[config.mk]
export PLATFORM = sky130hd
export DESIGN_NAME = pc_sequencer_flat
export DESIGN_NICKNAME = d
export VERILOG_FILES = /design/src/rtl/pc_sequencer_pkg.sv /design/src/rtl/pc_sequencer_if.sv /design/src/rtl/pc_sequencer_ret_stack.sv /design/src/rtl/pc_sequencer.sv /design/src/flat_wrapper.sv
export SDC_FILE = /design/constraint.sdc
export NUM_CORES = 1
export LEC_CHECK = 0
export ABC_AREA = 1
export CAP_MARGIN = 20
export CORE_MARGIN = 10
export CORE_UTILIZATION = 55
export CTS_BUF_LIST = sky130_fd_sc_hd__clkbuf_4
export DETAILED_ROUTE_END_ITERATION = 8
export PLACE_DENSITY_LB_ADDON = 0.1
export SYNTH_ARGS = -nofsm -noshare
export SYNTH_HDL_FRONTEND = slang
export SYNTH_HIERARCHICAL = 1
export SYNTH_SLANG_ARGS = --single-unit
export TNS_END_PERCENT = 50
[constraint.sdc]
create_clock -name clk -period 2.9 [get_ports clk]
set_input_delay 0.58 -clock clk [delete_from_list [all_inputs] [get_ports clk]]
set_output_delay 0.58 -clock clk [all_outputs]
set_load 0.01 [all_outputs]
[src/rtl/pc_sequencer_pkg.sv]
// Shared widths, state encodings and helpers for the program-counter stage.
// Imported by the interface, the return-address stack and the sequencer top.
package pc_sequencer_pkg;

  localparam int WORD_SIZE = 16;
  localparam int BYTE_SIZE = 8;

  typedef logic [WORD_SIZE-1:0] word_t;
  typedef logic [BYTE_SIZE-1:0] offset_t;

  localparam word_t DEFAULT_RESET_VECTOR = 16'h0000;

  typedef enum logic {
    ST_RUN    = 1'b0,
    ST_HALTED = 1'b1
  } state_t;

  // Relative branch offsets are signed bytes widened to a full address word.
  function automatic word_t sext_offset(input offset_t off);
    return {{(WORD_SIZE - BYTE_SIZE){off[BYTE_SIZE-1]}}, off};
  endfunction

endpackage

[src/rtl/pc_sequencer_if.sv]
// Control/status bundle between decode/execute and the PC sequencer.
// master = the stage issuing control, slave = the sequencer.
interface pc_sequencer_if;
  import pc_sequencer_pkg::*;

  logic    stall;
  logic    halt;
  logic    resume;
  logic    branch_en;
  logic    branch_rel;
  word_t   branch_target;
  offset_t branch_offset;
  logic    call;
  logic    ret;

  word_t   pointer;
  logic    running;
  logic    ras_overflow;
  logic    ras_underflow;

  modport master (
    output stall, halt, resume, branch_en, branch_rel,
           branch_target, branch_offset, call, ret,
    input  pointer, running, ras_overflow, ras_underflow
  );

  modport slave (
    input  stall, halt, resume, branch_en, branch_rel,
           branch_target, branch_offset, call, ret,
    output pointer, running, ras_overflow, ras_underflow
  );

endinterface

[src/rtl/pc_sequencer_ret_stack.sv]
// Circular return-address stack: a full push overwrites the oldest entry,
// and the count saturates at DEPTH so pops never return overwritten slots.
module ret_stack
  import pc_sequencer_pkg::*;
#(
  parameter int DEPTH = 4
) (
  input  logic  clk,
  input  logic  reset,
  input  logic  push,
  input  logic  pop,
  input  word_t din,
  output word_t dout,
  output logic  empty,
  output logic  full,
  output logic  overflow
);

  localparam int PTR_W = $clog2(DEPTH);
  localparam int CNT_W = $clog2(DEPTH + 1);

  word_t            mem [DEPTH];
  logic [PTR_W-1:0] top;
  logic [CNT_W-1:0] count;
  logic             do_pop;
  logic             do_push;

  // Pop takes precedence so a simultaneous request never corrupts the top.
  assign do_pop   = pop && !empty;
  assign do_push  = push && !do_pop;

  assign empty    = (count == '0);
  assign full     = (count == CNT_W'(DEPTH));
  assign dout     = mem[top];
  assign overflow = do_push && full;

  // NOTE: sequential state uses non-blocking assignments so every flop samples
  // pre-edge values regardless of process ordering.
  always_ff @(posedge clk or posedge reset) begin
    if (reset) begin
      top   <= '0;
      count <= '0;
    end else if (do_pop) begin
      top   <= top - PTR_W'(1);
      count <= count - CNT_W'(1);
    end else if (do_push) begin
      top <= top + PTR_W'(1);
      if (!full) count <= count + CNT_W'(1);
    end
  end

  // NOTE: the storage array has no reset; count==0 already marks every entry
  // invalid, and leaving it unreset lets it map onto plain RAM/flops.
  always_ff @(posedge clk) begin
    if (do_push) mem[top + PTR_W'(1)] <= din;
  end

endmodule

[src/rtl/pc_sequencer.sv]
// Program-counter stage feeding instruction fetch: RUN/HALTED FSM,
// next-pointer priority mux, return-address stack and sticky RAS flags.
module pc_sequencer
  import pc_sequencer_pkg::*;
#(
  parameter word_t RESET_VECTOR = DEFAULT_RESET_VECTOR,
  parameter int    RAS_DEPTH    = 4
) (
  input  logic           clk,
  input  logic           reset,
  pc_sequencer_if.slave  bus
);

  state_t state, state_next;
  word_t  ptr_q, ptr_d;
  word_t  branch_dest;
  word_t  stack_dout;
  logic   push, pop;
  logic   stack_empty, stack_full, stack_ovf;
  logic   ovf_q, unf_q, unf_set;

  ret_stack #(
    .DEPTH (RAS_DEPTH)
  ) u_ret_stack (
    .clk      (clk),
    .reset    (reset),
    .push     (push),
    .pop      (pop),
    .din      (ptr_q + word_t'(1)),
    .dout     (stack_dout),
    .empty    (stack_empty),
    .full     (stack_full),
    .overflow (stack_ovf)
  );

  // Calls and branches share one destination rule.
  assign branch_dest = bus.branch_rel ? ptr_q + sext_offset(bus.branch_offset)
                                      : bus.branch_target;

  always_ff @(posedge clk or posedge reset) begin
    if (reset) state <= ST_RUN;
    else       state <= state_next;
  end

  // NOTE: every signal driven in an always_comb gets a default first, so no
  // path through the case/if tree can leave it unassigned and infer a latch.
  always_comb begin
    state_next = state;
    case (state)
      ST_RUN:    if (bus.halt)                 state_next = ST_HALTED;
      ST_HALTED: if (bus.resume && !bus.halt)  state_next = ST_RUN;
      default:                                 state_next = ST_RUN;
    endcase
  end

  always_comb begin
    ptr_d   = ptr_q;
    push    = 1'b0;
    pop     = 1'b0;
    unf_set = 1'b0;
    case (state)
      ST_RUN: begin
        if (bus.halt || bus.stall) begin
          ptr_d = ptr_q;
        end else if (bus.ret) begin
          if (!stack_empty) begin
            ptr_d = stack_dout;
            pop   = 1'b1;
          end else begin
            ptr_d   = ptr_q + word_t'(1);
            unf_set = 1'b1;
          end
        end else if (bus.call) begin
          ptr_d = branch_dest;
          push  = 1'b1;
        end else if (bus.branch_en) begin
          ptr_d = branch_dest;
        end else begin
          ptr_d = ptr_q + word_t'(1);
        end
      end
      ST_HALTED: begin
        if (bus.resume && !bus.halt) ptr_d = ptr_q + word_t'(1);
      end
      default: ptr_d = ptr_q;
    endcase
  end

  always_ff @(posedge clk or posedge reset) begin
    if (reset) begin
      ptr_q <= RESET_VECTOR;
      ovf_q <= 1'b0;
      unf_q <= 1'b0;
    end else begin
      ptr_q <= ptr_d;
      if (stack_ovf) ovf_q <= 1'b1;
      if (unf_set)   unf_q <= 1'b1;
    end
  end

  always_comb begin
    bus.running = (state == ST_RUN);
  end

  assign bus.pointer       = ptr_q;
  assign bus.ras_overflow  = ovf_q;
  assign bus.ras_underflow = unf_q;

endmodule

[src/flat_wrapper.sv]
// flat-port wrapper written by rule: the top's interface ports become plain ports
module pc_sequencer_flat import pc_sequencer_pkg::*;
#(
  parameter word_t RESET_VECTOR = DEFAULT_RESET_VECTOR,
  parameter int    RAS_DEPTH    = 4
)
  (clk, reset, bus_stall, bus_halt, bus_resume, bus_branch_en, bus_branch_rel, bus_branch_target, bus_branch_offset, bus_call, bus_ret, bus_pointer, bus_running, bus_ras_overflow, bus_ras_underflow);
  pc_sequencer_if bus_i ();
  input  logic clk;
  input  logic reset;
  input wire logic [$bits(bus_i.stall)-1:0] bus_stall;
  input wire logic [$bits(bus_i.halt)-1:0] bus_halt;
  input wire logic [$bits(bus_i.resume)-1:0] bus_resume;
  input wire logic [$bits(bus_i.branch_en)-1:0] bus_branch_en;
  input wire logic [$bits(bus_i.branch_rel)-1:0] bus_branch_rel;
  input wire logic [$bits(bus_i.branch_target)-1:0] bus_branch_target;
  input wire logic [$bits(bus_i.branch_offset)-1:0] bus_branch_offset;
  input wire logic [$bits(bus_i.call)-1:0] bus_call;
  input wire logic [$bits(bus_i.ret)-1:0] bus_ret;
  output wire logic [$bits(bus_i.pointer)-1:0] bus_pointer;
  output wire logic [$bits(bus_i.running)-1:0] bus_running;
  output wire logic [$bits(bus_i.ras_overflow)-1:0] bus_ras_overflow;
  output wire logic [$bits(bus_i.ras_underflow)-1:0] bus_ras_underflow;
  assign bus_i.stall = bus_stall;
  assign bus_i.halt = bus_halt;
  assign bus_i.resume = bus_resume;
  assign bus_i.branch_en = bus_branch_en;
  assign bus_i.branch_rel = bus_branch_rel;
  assign bus_i.branch_target = bus_branch_target;
  assign bus_i.branch_offset = bus_branch_offset;
  assign bus_i.call = bus_call;
  assign bus_i.ret = bus_ret;
  assign bus_pointer = bus_i.pointer;
  assign bus_running = bus_i.running;
  assign bus_ras_overflow = bus_i.ras_overflow;
  assign bus_ras_underflow = bus_i.ras_underflow;
  pc_sequencer #(.RESET_VECTOR(RESET_VECTOR), .RAS_DEPTH(RAS_DEPTH)) u_core (.clk(clk), .reset(reset), .bus(bus_i));
endmodule
==> results_dict.tcl <==
set metrics [dict create \
    routed_wl_mm 13.2 \
    synth.ff_latch_count 88 \
    portBuffers 51 \
    path_depth 14 \
    start_util_pct 56.8 \
    post-dp-hpwl_mm 9.72 \
    status "completed" \
    hold_violations 0 \
    drv_cap 0 \
    yosys_warnings 6 \
    ioPinCount 52 \
    first_global_vias 4234 \
    worstSetupEndpoint "u_core/bus.pointer[15]" \
    p_int_mw 2.85 \
    drc 0 \
    pre_cts_slack_ns -0.0157 \
    postCtsSetupBuffers 0 \
    cts-htree-levels 3 \
    synth_commonest_cells "nand2_1, nor2_1, inv_1" \
    synthCells 628 \
    synth_edf_count 64 \
    timing.final.crit_share_pct 86.2 \
    grt_use_total_pct 18.8 \
    ys_seq_area_share_pct 47.6 \
    reg2reg_to "u_core/u_ret_stack/count[2]" \
    setup_viol 0 \
    clk_pin_slew_ns 0.13 \
    slowest_stage "clkdlybuf4s50_1" \
    swShare_pct 45.2 \
    path_class "in -> reg" \
    finalMaxSlewViolations 0 \
    vias 4415 \
    p_leak_nw 2.60 \
    hp-class "in -> async" \
    cts_root_buf "clkbuf_4" \
    seqPwrFrac_pct 36.8 \
    cts_resized 0 \
    area_growth_pct 14.7 \
    worst_slew_margin_rel_pct 47.9 \
    vias_per_cell 5.39 \
    end_kind "flip-flop" \
    clockPowerShare_pct 11.2 \
    worstPathCellList "clkdlybuf4s50_1 > ha_1 > nand2_1 > inv_1 > nand2_1 > nand2_1 > a21oi_1 > nand2_1 > nand2_1 > nand3_1 > nand2_1 > nand2_1 > nand2_1 > a21oi_1" \
    rows 35 \
    ir_worst_vdd_mv 0.469 \
    ff2ff_setup_slack_ns 0.71 \
    grt_max_degree 36 \
    synth_ff_type "edfxtp_1" \
    nets 739 \
    grt.overflow.total 0 \
    place_congestion 1.00 \
    syn_nets 683 \
    dieArea_mm2 0.0140 \
    worst_slack_ns 0.399 \
    cts_buffers 9 \
    dr.pass1.iters 5 \
    drt_iter0_markers 444 \
    drive_gt1_share_pct 8.85 \
    tightest_slew_ns 0.780 \
    ff2ff_path_depth 16 \
    finalCriticalPeriod_ns 2.50 \
    switchingPower_mw 2.35 \
    core_mm2 0.00933 \
    async_flop_share_pct 27.3 \
    antenna_found_initial 1 \
    critPathMaxStageDelay_ns 0.61 \
    avgSynthCellArea_um2 8.44 \
    synth.area.top_cells "edfxtp_1, dfrtp_1, nand2_1, nor2_1, ha_1" \
    grt_pass1_wl_mm 21.5 \
    crit_arrival_ns 2.81 \
    cts.sinks 88 \
    required_ns 3.21 \
    synth.distinct_cells 43 \
    cp-start-kind "input port" \
    crit_path_start "bus_branch_offset[7]" \
    worst-path-max-fanout 9 \
    rsz0062_at_grt "no" \
    critPathMostFrequentCell "nand2_1" \
    fin_skew_ns 0.0187 \
    synth_most_common_cell "nand2_1" \
    clk_latency_ns 0.41 \
    ant_nets 0 \
    reg2reg_from "u_core/u_ret_stack/count[0]" \
    cpLargestDelayFamily "simple AND/OR/NAND/NOR gates" \
    powerDensity_mw_per_mm2 856 \
    fmax_mhz 400 \
    final_core_util_pct 65.2 \
    power_frac_comb_pct 52.0 \
    die_h_um 118 \
    yosysTopAreaCell "edfxtp_1" \
    wire_per_inst_um 16.1 \
    synth_area_mm2 0.00530 \
    holdBufCountCts 0 \
    cts_tree "yes" \
    path_buf_inv 2 \
    die-width_um 118 \
    clock_path_buffers 2 \
    yosys.area.top_type_share_pct 36.3 \
]
## cell usage in the layout, fill, tap and decap left out, types with 4 or more instances in the layout
| cell | n |
|---|---|
| clkdlybuf4s50_1 | 51 |
| xnor2_1 | 6 |
| nand2_2 | 5 |
| xor2_1 | 8 |
| nor3_1 | 4 |
| buf_4 | 12 |
| nor2_1 | 91 |
| o21ai_1 | 7 |
| nand2_1 | 150 |
| nor2_4 | 4 |
| clkbuf_4 | 9 |
| dfrtp_1 | 24 |
| o21ai_0 | 31 |
| nand3_1 | 29 |
| inv_2 | 5 |
| nand4_1 | 4 |
| inv_1 | 65 |
| o22ai_1 | 16 |
| edfxtp_1 | 64 |
| a21oi_1 | 34 |
| ha_1 | 21 |
| nor2_2 | 4 |
## routing by layer
| metal | GRT usage (%) | share of wire (%) | up-vias |
|---|---|---|---|
| met5 | 0 | 0 | - |
| met4 | 6.96 | 1.4 | 0 |
| met3 | 2.57 | 5.9 | 13 |
| met2 | 29.9 | 47 | 139 |
| met1 | 25.6 | 45 | 2072 |
| li1 | - | - | 2191 |
## worst min path at each step
stage	startpoint	endpoint	slack, ns	depth (start not counted)
floorplan	reset	u_core/u_ret_stack/count[0]	0.36	1
global placement	u_core/bus.ras_overflow	u_core/bus.ras_overflow	0.45	1
detailed placement	u_core/bus.ras_overflow	u_core/bus.ras_overflow	0.46	1
CTS	reset	u_core/u_ret_stack/count[2]	0.37	2
global route	reset	u_core/u_ret_stack/count[2]	0.38	2
finish	reset	u_core/u_ret_stack/count[2]	0.39	2
## power groups by stage
stage               clock network [mW]  registers [mW]  logic (mW)
global placement                     0            1.93        2.61
finish                           0.584            1.92        2.71
detailed placement                   0            1.94        2.68
global route                     0.642            1.94        3.06
CTS                              0.594            1.91        2.70
floorplan                            0            1.93        1.81
## sequential cells by signal, indices dropped and copies added (netlist names)
register / flops
u_core/u_ret_stack/mem: 64
u_core/bus.pointer: 16
u_core/u_ret_stack/count: 3
u_core/u_ret_stack/top: 2
u_core/bus.ras_overflow: 1
u_core/bus.ras_underflow: 1
u_core/state: 1
## worst register-to-register path, stage by stage, from the launching register on
cell and delay [ns]:
dfrtp_1 0.46, nor2_2 0.06, nand2_2 0.11, inv_1 0.10, nor2_4 0.12, inv_1 0.06, nor2_1 0.37, nand3_1 0.19
nand2_1 0.10, inv_1 0.04, ha_1 0.18, inv_1 0.06, nand2_1 0.05, nand2_1 0.05, nand2_1 0.04, nand2_1 0.05
nand2_1 0.05
## area by class of cell
class | count | area, µm²
Fill cell | 769 | 3250
Sequential cell | 88 | 2520
Multi-Input combinational cell | 452 | 2410
Timing Repair Buffer | 63 | 601
Inverter | 70 | 263
Tap cell | 129 | 161
Clock buffer | 9 | 67.6
Clock inverter | 7 | 47.5
Antenna cell | 1 | 2.50
## kinds of logic after synthesis
| family | Yosys count | synth area share, % |
|---|---|---|
| adder cells (fa/ha/maj) | 22 | 5.33 |
| multiplexers | 2 | 0.378 |
| buffers and inverters | 88 | 6.87 |
| flip-flops | 88 | 47.6 |
| AO/OA/AOI/OAI | 103 | 11.1 |
| AND/OR/NAND/NOR | 306 | 24.9 |
| XOR/XNOR | 19 | 3.85 |
## per-stage QoR
stage / setup TNS (ns) / power [mW] / instances / instance area (µm²) / hold slack [ns]
after global placement: 0 / 4.55 / 802 / 5960 / 0.452
after global routing: 0 / 5.65 / 819 / 6080 / 0.384
after detailed placement: -0.0157 / 4.62 / 802 / 5960 / 0.462
after floorplan: 0 / 3.74 / 628 / 5300 / 0.359
after CTS: 0 / 5.20 / 818 / 6080 / 0.369
final: 0 / 5.20 / 819 / 6080 / 0.392
Power figures use the tool's default switching activity.
